===== src/rtl/axi4lite_arbiter_if.sv =====
// AXI4-Lite bus bundle shared by the arbiter's requester ports and its downstream port.
// The master modport drives requests, the slave modport answers them.
interface axi4lite #(
    parameter int ADDR_W = 32,
    parameter int DATA_W = 64
);
    logic                  aclk;
    logic                  aresetn;

    logic                  arvalid;
    logic                  arready;
    logic [ADDR_W-1:0]     araddr;
    logic [2:0]            arprot;

    logic                  rvalid;
    logic                  rready;
    logic [DATA_W-1:0]     rdata;
    logic [1:0]            rresp;

    logic                  awvalid;
    logic                  awready;
    logic [ADDR_W-1:0]     awaddr;
    logic [2:0]            awprot;

    logic                  wvalid;
    logic                  wready;
    logic [DATA_W-1:0]     wdata;
    logic [DATA_W/8-1:0]   wstrb;

    logic                  bvalid;
    logic                  bready;
    logic [1:0]            bresp;

    modport master (
        output aclk, aresetn,
        output arvalid, araddr, arprot, input arready,
        input  rvalid, rdata, rresp, output rready,
        output awvalid, awaddr, awprot, input awready,
        output wvalid, wdata, wstrb, input wready,
        input  bvalid, bresp, output bready
    );

    modport slave (
        input  arvalid, araddr, arprot, output arready,
        output rvalid, rdata, rresp, input rready,
        input  awvalid, awaddr, awprot, output awready,
        input  wvalid, wdata, wstrb, output wready,
        output bvalid, bresp, input bready
    );
endinterface


===== src/rtl/axi4lite_arbiter.sv =====
// Two-master to one-slave AXI4-Lite arbiter (m0 = instruction fetch, m1 = load/store).
// Read and write channels each carry one outstanding transaction and are arbitrated
// independently. Request beats are buffered on the master-side handshake.
// Build option: define AXI_ARB_FIXED_PRIORITY_EN to make m1 win every tie on both
// channels; otherwise ties are settled round-robin starting from RR_INIT.
module axi4lite_arbiter #(
    parameter int unsigned RR_INIT = 0,
    parameter int          ADDR_W  = 32,
    parameter int          DATA_W  = 64
) (
    input  logic    clk,
    input  logic    rst,
    axi4lite.slave  m0,
    axi4lite.slave  m1,
    axi4lite.master out
);
    localparam int STRB_W = DATA_W / 8;

    typedef enum logic [1:0] {R_IDLE, R_ISSUE, R_DATA} r_state_e;
    typedef enum logic [1:0] {W_IDLE, W_COLLECT, W_ISSUE, W_RESP} w_state_e;

    // Returns the winning master index: a sole requester wins, a tie goes to 'tie'.
    function automatic logic pick(input logic req0, input logic req1, input logic tie);
        return (req0 && req1) ? tie : req1;
    endfunction

    assign out.aclk    = clk;
    assign out.aresetn = !rst;

    r_state_e              r_state_q, r_state_d;
    logic                  r_gnt_q, r_gnt_d;
    logic                  r_done;
    logic [ADDR_W-1:0]     araddr_q, araddr_d;
    logic [2:0]            arprot_q, arprot_d;

    w_state_e              w_state_q, w_state_d;
    logic                  w_gnt_q, w_gnt_d;
    logic                  w_done;
    logic                  aw_full_q, aw_full_d;
    logic                  w_full_q, w_full_d;
    logic [ADDR_W-1:0]     awaddr_q, awaddr_d;
    logic [2:0]            awprot_q, awprot_d;
    logic [DATA_W-1:0]     wdata_q, wdata_d;
    logic [STRB_W-1:0]     wstrb_q, wstrb_d;

    logic                  w_take, w_src, aw_open, w_open;
    logic                  src_awvalid, src_wvalid;
    logic                  r_tie, w_tie;

`ifdef AXI_ARB_FIXED_PRIORITY_EN
    assign r_tie = 1'b1;
    assign w_tie = 1'b1;
`else
    localparam logic PRIO_RST = (RR_INIT != 0);

    logic r_prio_q, r_prio_d;
    logic w_prio_q, w_prio_d;

    assign r_tie = r_prio_q;
    assign w_tie = w_prio_q;

    // Priority pointers hand the next tie to the master that was not just served.
    always_comb begin
        r_prio_d = r_done ? !r_gnt_q : r_prio_q;
        w_prio_d = w_done ? !w_gnt_q : w_prio_q;
    end

    // Priority pointer registers.
    always_ff @(posedge clk) begin
        if (rst) begin
            r_prio_q <= PRIO_RST;
            w_prio_q <= PRIO_RST;
        end else begin
            r_prio_q <= r_prio_d;
            w_prio_q <= w_prio_d;
        end
    end
`endif

    // Read channel: arbitrate AR, replay it downstream, route R back to the grantee.
    always_comb begin
        r_state_d  = r_state_q;
        r_gnt_d    = r_gnt_q;
        araddr_d   = araddr_q;
        arprot_d   = arprot_q;
        r_done     = 1'b0;

        m0.arready = 1'b0;
        m1.arready = 1'b0;
        m0.rvalid  = 1'b0;
        m1.rvalid  = 1'b0;
        m0.rdata   = out.rdata;
        m1.rdata   = out.rdata;
        m0.rresp   = out.rresp;
        m1.rresp   = out.rresp;

        out.arvalid = 1'b0;
        out.araddr  = araddr_q;
        out.arprot  = arprot_q;
        out.rready  = 1'b0;

        case (r_state_q)
            R_IDLE: begin
                // Readies are held low while reset is asserted so nothing is accepted then.
                if (!rst && (m0.arvalid || m1.arvalid)) begin
                    r_gnt_d = pick(m0.arvalid, m1.arvalid, r_tie);
                    if (r_gnt_d) begin
                        m1.arready = 1'b1;
                        araddr_d   = m1.araddr;
                        arprot_d   = m1.arprot;
                    end else begin
                        m0.arready = 1'b1;
                        araddr_d   = m0.araddr;
                        arprot_d   = m0.arprot;
                    end
                    r_state_d = R_ISSUE;
                end
            end
            R_ISSUE: begin
                out.arvalid = 1'b1;
                if (out.arready) begin
                    r_state_d = R_DATA;
                end
            end
            R_DATA: begin
                if (r_gnt_q) begin
                    m1.rvalid  = out.rvalid;
                    out.rready = m1.rready;
                end else begin
                    m0.rvalid  = out.rvalid;
                    out.rready = m0.rready;
                end
                if (out.rvalid && out.rready) begin
                    r_done    = 1'b1;
                    r_state_d = R_IDLE;
                end
            end
            default: r_state_d = R_IDLE;
        endcase
    end

    // Read channel control state.
    always_ff @(posedge clk) begin
        if (rst) begin
            r_state_q <= R_IDLE;
            r_gnt_q   <= 1'b0;
        end else begin
            r_state_q <= r_state_d;
            r_gnt_q   <= r_gnt_d;
        end
    end

    // Read address buffer; contents only matter while out.arvalid is high.
    always_ff @(posedge clk) begin
        araddr_q <= araddr_d;
        arprot_q <= arprot_d;
    end

    // Write channel: collect AW and W from the grantee, issue both, route B back.
    // aw_full/w_full mean "captured, not yet accepted downstream".
    always_comb begin
        w_state_d   = w_state_q;
        w_gnt_d     = w_gnt_q;
        aw_full_d   = aw_full_q;
        w_full_d    = w_full_q;
        awaddr_d    = awaddr_q;
        awprot_d    = awprot_q;
        wdata_d     = wdata_q;
        wstrb_d     = wstrb_q;
        w_done      = 1'b0;
        w_take      = 1'b0;
        w_src       = w_gnt_q;
        aw_open     = 1'b0;
        w_open      = 1'b0;
        src_awvalid = 1'b0;
        src_wvalid  = 1'b0;

        m0.awready = 1'b0;
        m1.awready = 1'b0;
        m0.wready  = 1'b0;
        m1.wready  = 1'b0;
        m0.bvalid  = 1'b0;
        m1.bvalid  = 1'b0;
        m0.bresp   = out.bresp;
        m1.bresp   = out.bresp;

        out.awvalid = 1'b0;
        out.awaddr  = awaddr_q;
        out.awprot  = awprot_q;
        out.wvalid  = 1'b0;
        out.wdata   = wdata_q;
        out.wstrb   = wstrb_q;
        out.bready  = 1'b0;

        case (w_state_q)
            W_IDLE: begin
                w_src   = pick(m0.awvalid || m0.wvalid, m1.awvalid || m1.wvalid, w_tie);
                w_take  = !rst && (m0.awvalid || m0.wvalid || m1.awvalid || m1.wvalid);
                aw_open = 1'b1;
                w_open  = 1'b1;
            end
            W_COLLECT: begin
                w_take  = !rst;
                aw_open = !aw_full_q;
                w_open  = !w_full_q;
            end
            W_ISSUE: begin
                out.awvalid = aw_full_q;
                out.wvalid  = w_full_q;
                if (out.awready) begin
                    aw_full_d = 1'b0;
                end
                if (out.wready) begin
                    w_full_d = 1'b0;
                end
                if (!aw_full_d && !w_full_d) begin
                    w_state_d = W_RESP;
                end
            end
            W_RESP: begin
                if (w_gnt_q) begin
                    m1.bvalid  = out.bvalid;
                    out.bready = m1.bready;
                end else begin
                    m0.bvalid  = out.bvalid;
                    out.bready = m0.bready;
                end
                if (out.bvalid && out.bready) begin
                    w_done    = 1'b1;
                    w_state_d = W_IDLE;
                end
            end
            default: w_state_d = W_IDLE;
        endcase

        // Shared capture path for W_IDLE (new grant) and W_COLLECT (locked grant).
        if (w_take) begin
            src_awvalid = w_src ? m1.awvalid : m0.awvalid;
            src_wvalid  = w_src ? m1.wvalid  : m0.wvalid;
            if (w_src) begin
                m1.awready = aw_open;
                m1.wready  = w_open;
            end else begin
                m0.awready = aw_open;
                m0.wready  = w_open;
            end
            if (aw_open && src_awvalid) begin
                aw_full_d = 1'b1;
                awaddr_d  = w_src ? m1.awaddr : m0.awaddr;
                awprot_d  = w_src ? m1.awprot : m0.awprot;
            end
            if (w_open && src_wvalid) begin
                w_full_d = 1'b1;
                wdata_d  = w_src ? m1.wdata : m0.wdata;
                wstrb_d  = w_src ? m1.wstrb : m0.wstrb;
            end
            w_gnt_d   = w_src;
            w_state_d = (aw_full_d && w_full_d) ? W_ISSUE : W_COLLECT;
        end
    end

    // Write channel control state.
    always_ff @(posedge clk) begin
        if (rst) begin
            w_state_q <= W_IDLE;
            w_gnt_q   <= 1'b0;
            aw_full_q <= 1'b0;
            w_full_q  <= 1'b0;
        end else begin
            w_state_q <= w_state_d;
            w_gnt_q   <= w_gnt_d;
            aw_full_q <= aw_full_d;
            w_full_q  <= w_full_d;
        end
    end

    // Write address/data buffers; contents only matter while the matching valid is high.
    always_ff @(posedge clk) begin
        awaddr_q <= awaddr_d;
        awprot_q <= awprot_d;
        wdata_q  <= wdata_d;
        wstrb_q  <= wstrb_d;
    end
endmodule


===== src/flat_wrapper.sv =====
// flat-port wrapper written by rule: the top's interface ports become plain ports
module axi4lite_arbiter_flat 
#(
    parameter int unsigned RR_INIT = 0,
    parameter int          ADDR_W  = 32,
    parameter int          DATA_W  = 64
)
  (clk, rst, m0_arvalid, m0_araddr, m0_arprot, m0_arready, m0_rvalid, m0_rdata, m0_rresp, m0_rready, m0_awvalid, m0_awaddr, m0_awprot, m0_awready, m0_wvalid, m0_wdata, m0_wstrb, m0_wready, m0_bvalid, m0_bresp, m0_bready, m1_arvalid, m1_araddr, m1_arprot, m1_arready, m1_rvalid, m1_rdata, m1_rresp, m1_rready, m1_awvalid, m1_awaddr, m1_awprot, m1_awready, m1_wvalid, m1_wdata, m1_wstrb, m1_wready, m1_bvalid, m1_bresp, m1_bready, out_aclk, out_aresetn, out_arvalid, out_araddr, out_arprot, out_arready, out_rvalid, out_rdata, out_rresp, out_rready, out_awvalid, out_awaddr, out_awprot, out_awready, out_wvalid, out_wdata, out_wstrb, out_wready, out_bvalid, out_bresp, out_bready);
  axi4lite #(.ADDR_W(ADDR_W), .DATA_W(DATA_W)) m0_i ();
  axi4lite #(.ADDR_W(ADDR_W), .DATA_W(DATA_W)) m1_i ();
  axi4lite #(.ADDR_W(ADDR_W), .DATA_W(DATA_W)) out_i ();
  input  logic clk;
  input  logic rst;
  input wire logic [$bits(m0_i.arvalid)-1:0] m0_arvalid;
  input wire logic [$bits(m0_i.araddr)-1:0] m0_araddr;
  input wire logic [$bits(m0_i.arprot)-1:0] m0_arprot;
  output wire logic [$bits(m0_i.arready)-1:0] m0_arready;
  output wire logic [$bits(m0_i.rvalid)-1:0] m0_rvalid;
  output wire logic [$bits(m0_i.rdata)-1:0] m0_rdata;
  output wire logic [$bits(m0_i.rresp)-1:0] m0_rresp;
  input wire logic [$bits(m0_i.rready)-1:0] m0_rready;
  input wire logic [$bits(m0_i.awvalid)-1:0] m0_awvalid;
  input wire logic [$bits(m0_i.awaddr)-1:0] m0_awaddr;
  input wire logic [$bits(m0_i.awprot)-1:0] m0_awprot;
  output wire logic [$bits(m0_i.awready)-1:0] m0_awready;
  input wire logic [$bits(m0_i.wvalid)-1:0] m0_wvalid;
  input wire logic [$bits(m0_i.wdata)-1:0] m0_wdata;
  input wire logic [$bits(m0_i.wstrb)-1:0] m0_wstrb;
  output wire logic [$bits(m0_i.wready)-1:0] m0_wready;
  output wire logic [$bits(m0_i.bvalid)-1:0] m0_bvalid;
  output wire logic [$bits(m0_i.bresp)-1:0] m0_bresp;
  input wire logic [$bits(m0_i.bready)-1:0] m0_bready;
  input wire logic [$bits(m1_i.arvalid)-1:0] m1_arvalid;
  input wire logic [$bits(m1_i.araddr)-1:0] m1_araddr;
  input wire logic [$bits(m1_i.arprot)-1:0] m1_arprot;
  output wire logic [$bits(m1_i.arready)-1:0] m1_arready;
  output wire logic [$bits(m1_i.rvalid)-1:0] m1_rvalid;
  output wire logic [$bits(m1_i.rdata)-1:0] m1_rdata;
  output wire logic [$bits(m1_i.rresp)-1:0] m1_rresp;
  input wire logic [$bits(m1_i.rready)-1:0] m1_rready;
  input wire logic [$bits(m1_i.awvalid)-1:0] m1_awvalid;
  input wire logic [$bits(m1_i.awaddr)-1:0] m1_awaddr;
  input wire logic [$bits(m1_i.awprot)-1:0] m1_awprot;
  output wire logic [$bits(m1_i.awready)-1:0] m1_awready;
  input wire logic [$bits(m1_i.wvalid)-1:0] m1_wvalid;
  input wire logic [$bits(m1_i.wdata)-1:0] m1_wdata;
  input wire logic [$bits(m1_i.wstrb)-1:0] m1_wstrb;
  output wire logic [$bits(m1_i.wready)-1:0] m1_wready;
  output wire logic [$bits(m1_i.bvalid)-1:0] m1_bvalid;
  output wire logic [$bits(m1_i.bresp)-1:0] m1_bresp;
  input wire logic [$bits(m1_i.bready)-1:0] m1_bready;
  output wire logic [$bits(out_i.aclk)-1:0] out_aclk;
  output wire logic [$bits(out_i.aresetn)-1:0] out_aresetn;
  output wire logic [$bits(out_i.arvalid)-1:0] out_arvalid;
  output wire logic [$bits(out_i.araddr)-1:0] out_araddr;
  output wire logic [$bits(out_i.arprot)-1:0] out_arprot;
  input wire logic [$bits(out_i.arready)-1:0] out_arready;
  input wire logic [$bits(out_i.rvalid)-1:0] out_rvalid;
  input wire logic [$bits(out_i.rdata)-1:0] out_rdata;
  input wire logic [$bits(out_i.rresp)-1:0] out_rresp;
  output wire logic [$bits(out_i.rready)-1:0] out_rready;
  output wire logic [$bits(out_i.awvalid)-1:0] out_awvalid;
  output wire logic [$bits(out_i.awaddr)-1:0] out_awaddr;
  output wire logic [$bits(out_i.awprot)-1:0] out_awprot;
  input wire logic [$bits(out_i.awready)-1:0] out_awready;
  output wire logic [$bits(out_i.wvalid)-1:0] out_wvalid;
  output wire logic [$bits(out_i.wdata)-1:0] out_wdata;
  output wire logic [$bits(out_i.wstrb)-1:0] out_wstrb;
  input wire logic [$bits(out_i.wready)-1:0] out_wready;
  input wire logic [$bits(out_i.bvalid)-1:0] out_bvalid;
  input wire logic [$bits(out_i.bresp)-1:0] out_bresp;
  output wire logic [$bits(out_i.bready)-1:0] out_bready;
  assign m0_i.arvalid = m0_arvalid;
  assign m0_i.araddr = m0_araddr;
  assign m0_i.arprot = m0_arprot;
  assign m0_arready = m0_i.arready;
  assign m0_rvalid = m0_i.rvalid;
  assign m0_rdata = m0_i.rdata;
  assign m0_rresp = m0_i.rresp;
  assign m0_i.rready = m0_rready;
  assign m0_i.awvalid = m0_awvalid;
  assign m0_i.awaddr = m0_awaddr;
  assign m0_i.awprot = m0_awprot;
  assign m0_awready = m0_i.awready;
  assign m0_i.wvalid = m0_wvalid;
  assign m0_i.wdata = m0_wdata;
  assign m0_i.wstrb = m0_wstrb;
  assign m0_wready = m0_i.wready;
  assign m0_bvalid = m0_i.bvalid;
  assign m0_bresp = m0_i.bresp;
  assign m0_i.bready = m0_bready;
  assign m1_i.arvalid = m1_arvalid;
  assign m1_i.araddr = m1_araddr;
  assign m1_i.arprot = m1_arprot;
  assign m1_arready = m1_i.arready;
  assign m1_rvalid = m1_i.rvalid;
  assign m1_rdata = m1_i.rdata;
  assign m1_rresp = m1_i.rresp;
  assign m1_i.rready = m1_rready;
  assign m1_i.awvalid = m1_awvalid;
  assign m1_i.awaddr = m1_awaddr;
  assign m1_i.awprot = m1_awprot;
  assign m1_awready = m1_i.awready;
  assign m1_i.wvalid = m1_wvalid;
  assign m1_i.wdata = m1_wdata;
  assign m1_i.wstrb = m1_wstrb;
  assign m1_wready = m1_i.wready;
  assign m1_bvalid = m1_i.bvalid;
  assign m1_bresp = m1_i.bresp;
  assign m1_i.bready = m1_bready;
  assign out_aclk = out_i.aclk;
  assign out_aresetn = out_i.aresetn;
  assign out_arvalid = out_i.arvalid;
  assign out_araddr = out_i.araddr;
  assign out_arprot = out_i.arprot;
  assign out_i.arready = out_arready;
  assign out_i.rvalid = out_rvalid;
  assign out_i.rdata = out_rdata;
  assign out_i.rresp = out_rresp;
  assign out_rready = out_i.rready;
  assign out_awvalid = out_i.awvalid;
  assign out_awaddr = out_i.awaddr;
  assign out_awprot = out_i.awprot;
  assign out_i.awready = out_awready;
  assign out_wvalid = out_i.wvalid;
  assign out_wdata = out_i.wdata;
  assign out_wstrb = out_i.wstrb;
  assign out_i.wready = out_wready;
  assign out_i.bvalid = out_bvalid;
  assign out_i.bresp = out_bresp;
  assign out_bready = out_i.bready;
  axi4lite_arbiter #(.RR_INIT(RR_INIT), .ADDR_W(ADDR_W), .DATA_W(DATA_W)) u_core (.clk(clk), .rst(rst), .m0(m0_i), .m1(m1_i), .out(out_i));
endmodule

===== config.mk =====
export PLATFORM = sky130hd
export DESIGN_NAME = axi4lite_arbiter_flat
export DESIGN_NICKNAME = d
export VERILOG_FILES = /design/src/rtl/axi4lite_arbiter_if.sv /design/src/rtl/axi4lite_arbiter.sv /design/src/flat_wrapper.sv
export SDC_FILE = /design/constraint.sdc
export NUM_CORES = 1
export LEC_CHECK = 0
export ABC_AREA = 1
export ABC_CLOCK_PERIOD_IN_PS = 2800
export CAP_MARGIN = 10
export CORE_AREA = 2 2 260 262
export DETAILED_ROUTE_END_ITERATION = 8
export DIE_AREA = 0 0 262 264
export GPL_TIMING_DRIVEN = 0
export SLEW_MARGIN = 10
export SYNTH_ARGS = -nofsm -noshare
export SYNTH_HDL_FRONTEND = slang
export SYNTH_SLANG_ARGS = --single-unit
export TNS_END_PERCENT = 30

===== constraint.sdc =====
create_clock -name clk -period 2.8 [get_ports clk]
set_input_delay 0.28 -clock clk [delete_from_list [all_inputs] [get_ports clk]]
set_output_delay 0.28 -clock clk [all_outputs]
set_load 0.01 [all_outputs]

==> impl_metrics.ini, run 1 <==
[run_status]
status = finished clean

[drt]
wirelength_um = 40300
avgViaCountPerCell = 3.39
avgRoutedWirePerCell_um = 17.0
dr.pass1.iters = 5
drc = 0
drt_iter0_drc = 494
antenna_left = 0
vias = 8021

[worst_setup_path]
crit_family = buffers and inverters
r2r_end = u_core.out.wdata[4]
r2r_cells = 7
crit_slowest_cell = clkdlybuf4s50_1
critPathMaxFanout = 9
start_kind = primary input
end_kind = output port
cp_common_cell = inv_1
rrSetupSlack_ns = 0.55
crit_required_ns = 2.52
slowest_delay_ns = 0.59
critPathKind = in -> out
timing.rr.start = u_core.w_state_q[0]
crit_buf_inv = 5
cp_cell_sequence = dlygate4sd3_1, buf_2, inv_1, o21ai_0, nor2_4, inv_1, nor2_1, clkdlybuf4s50_1
arrival_ns = 2.43

[synth]
ys.flop_type = edfxtp_1
yosysTopAreaCell = edfxtp_1
avgSynthCellArea_um2 = 9.13
synth_top_area_share_pct = 54.4
yosys-top-cells-area = edfxtp_1, nand2_1, buf_4
syn_nets = 1228
syn_inst = 859
seq_area_frac_synth_pct = 56.9
ys_types = 24
yosys_warnings = 0
synth_edf_count = 142
yosys_register_bits = 152
synthesis.area_mm2 = 0.00784
async_reset_ff_share_pct = 0

[job]
drv_cap = 0

[sta]
fin_crit_sh_pct = 96.7
worst_slack_ns = 0.0932
finalMaxSlewViolations = 0
hold_violations = 0
period_minus_slack_ns = 2.71
grt_setup_unrepaired = false
clock_skew_ns = 0.0219
max_freq_mhz = 369
setup_viol_count_final = 0
slew_headroom_pct = 62.0
worst_slew_pin_slew_ns = 0.571

[floorplanning]
pin_count = 664
num_rows = 95
start_util_pct = 11.8
die_x_um = 262
coreArea_mm2 = 0.0666
fp.dieH_um = 264
die_area_mm2 = 0.0692

[pwr]
powerDensity_mw_per_mm2 = 510
vdd_drop_max_v = 0.000331
finalPower_mw = 8.03
p_leak_nw = 6.43

[min_path]
holdCritStartpoint = m0_awaddr[6]
holdPathStages = 3
holdCritPathClass = in -> reg
min_to = u_core.out.awaddr[6]

[final_layout]
nFillCells = 7091
multiInputGateArea_mm2 = 0.00203
fin_cells = 2368
drive_gt1_share_pct = 14.6
final_common_cell = clkdlybuf4s50_1
area_delta_synth_final_pct = 101
fin_area_mm2 = 0.0158
layout_common_cells = clkdlybuf4s50_1, nand2_1, edfxtp_1
fin_util_pct = 23.7
nNetsFinal = 1849
register_area_mm2 = 0.00447

[global_route]
grt_max_degree = 65
grt_overflow_total = 0
grt_pass1_wl_um = 54400
antenna_found_initial = 4
track_usage_pct = 11.2
grt_pass1_vias = 8271

[clock_tree]
path_clk_slew_ns = 0.07
clock_latency_ns = 0.58
cts_tree = yes

[placed_design]
port_buffers = 594
placed_area_mm2 = 0.0150
dp_hpwl_um = 33500
dp_cells = 2329
pre_cts_ws_ns = -0.113
globalplace.congestion = 0.890
[area by class of cell]
class | instances | area share, %
Timing Repair Buffer | 598 | 38.2
Sequential cell | 152 | 28.3
Multi-Input combinational cell | 514 | 12.9
Buffer | 167 | 8.15
Tap cell | 873 | 6.93
Clock buffer | 22 | 3.26
Clock inverter | 13 | 1.45
Inverter | 26 | 0.675
Antenna cell | 3 | 0.0477
[logic make-up after synthesis]
family          share of synthesized area, %
simple gates                            24.2
buf+inv                                 17.5
flops                                   56.9
compound gates                          1.40
[registers in the layout (all words and copies together) (netlist names), 2 cells and up]
| signal | count |
|---|---|
| u_core.out.awprot | 3 |
| u_core.out.araddr | 32 |
| u_core.w_state_q | 2 |
| u_core.out.wdata | 64 |
| u_core.r_state_q | 2 |
| u_core.out.wstrb | 8 |
| u_core.out.awaddr | 32 |
| u_core.out.arprot | 3 |
[report_power, final]
group | total [mW] | switching [mW] | internal [mW] | leakage [nW]
sequential | 2.86 | 0.0702 | 2.79 | 1.41
clock | 2.95 | 1.07 | 1.89 | 0.361
combinational | 2.22 | 1.02 | 1.20 | 4.66
[through the flow]
step	hold slack, ns	TNS, ns
after floorplan	0.372	0
after global placement	0.482	-119.55
after detailed placement	0.499	-0.198
after CTS	0.262	0
after global routing	0.317	0
final	0.343	0
[how the worst max path moves through the flow]
stage                         from                   to  cells past startpoint
3_5_place_dp            m0_awvalid           m1_awready                      8
2_1_floorplan                  rst  u_core.out.wdata[0]                      6
5_1_grt                        rst           m0_arready                      8
3_3_place_gp            m1_awvalid  u_core.out.wstrb[2]                      9
4_1_cts        u_core.w_state_q[0]           m0_awready                      8
6_report                       rst           m0_arready                      8
[synthesized netlist by cell type (all sizes together) (2+ instances only)]
cell / number
nand2: 465
buf: 164
edfxtp: 142
inv: 25
nor2: 15
a21oi: 13
dfxtp: 10
nand3: 8
nor3: 4
o21ai: 4
clkbuf: 3
nand4: 2
[layer usage]
layer	routed length [µm]	vias up	track usage (%)	part of all wire [%]
li1	-	3829	-	-
met1	15600	3691	12.2	39
met3	3630	39	3.89	9.0
met2	20100	456	19.7	50
met4	886	6	4.34	2.2
met5	44	-	0	0.11
[worst reg2reg max path: cells and delay by family (launching register included)]
kind | cells | cell delay (ns)
buf+inv | 4 | 0.85
flops | 1 | 0.43
simple gates | 3 | 0.57
[what timing repair did]
action	CTS	global route
hold buffers	1	0
setup buffers	1	0
hold endpoints to repair	8	0
pin swaps	1	0
setup endpoints to repair	6	1
resized for setup	9	2
Power figures use the tool's default switching activity.
==> run 2: changes to the inputs <==
--- a/config.mk
+++ b/config.mk
@@ -11,6 +11,7 @@
 export CORE_AREA = 2 2 260 262
 export DETAILED_ROUTE_END_ITERATION = 8
 export DIE_AREA = 0 0 262 264
+export GPL_ROUTABILITY_DRIVEN = 0
 export GPL_TIMING_DRIVEN = 0
 export SLEW_MARGIN = 10
 export SYNTH_ARGS = -nofsm -noshare
==> results of run 2 <==
Final layout, timing and power as in run 1 (identical DEF).
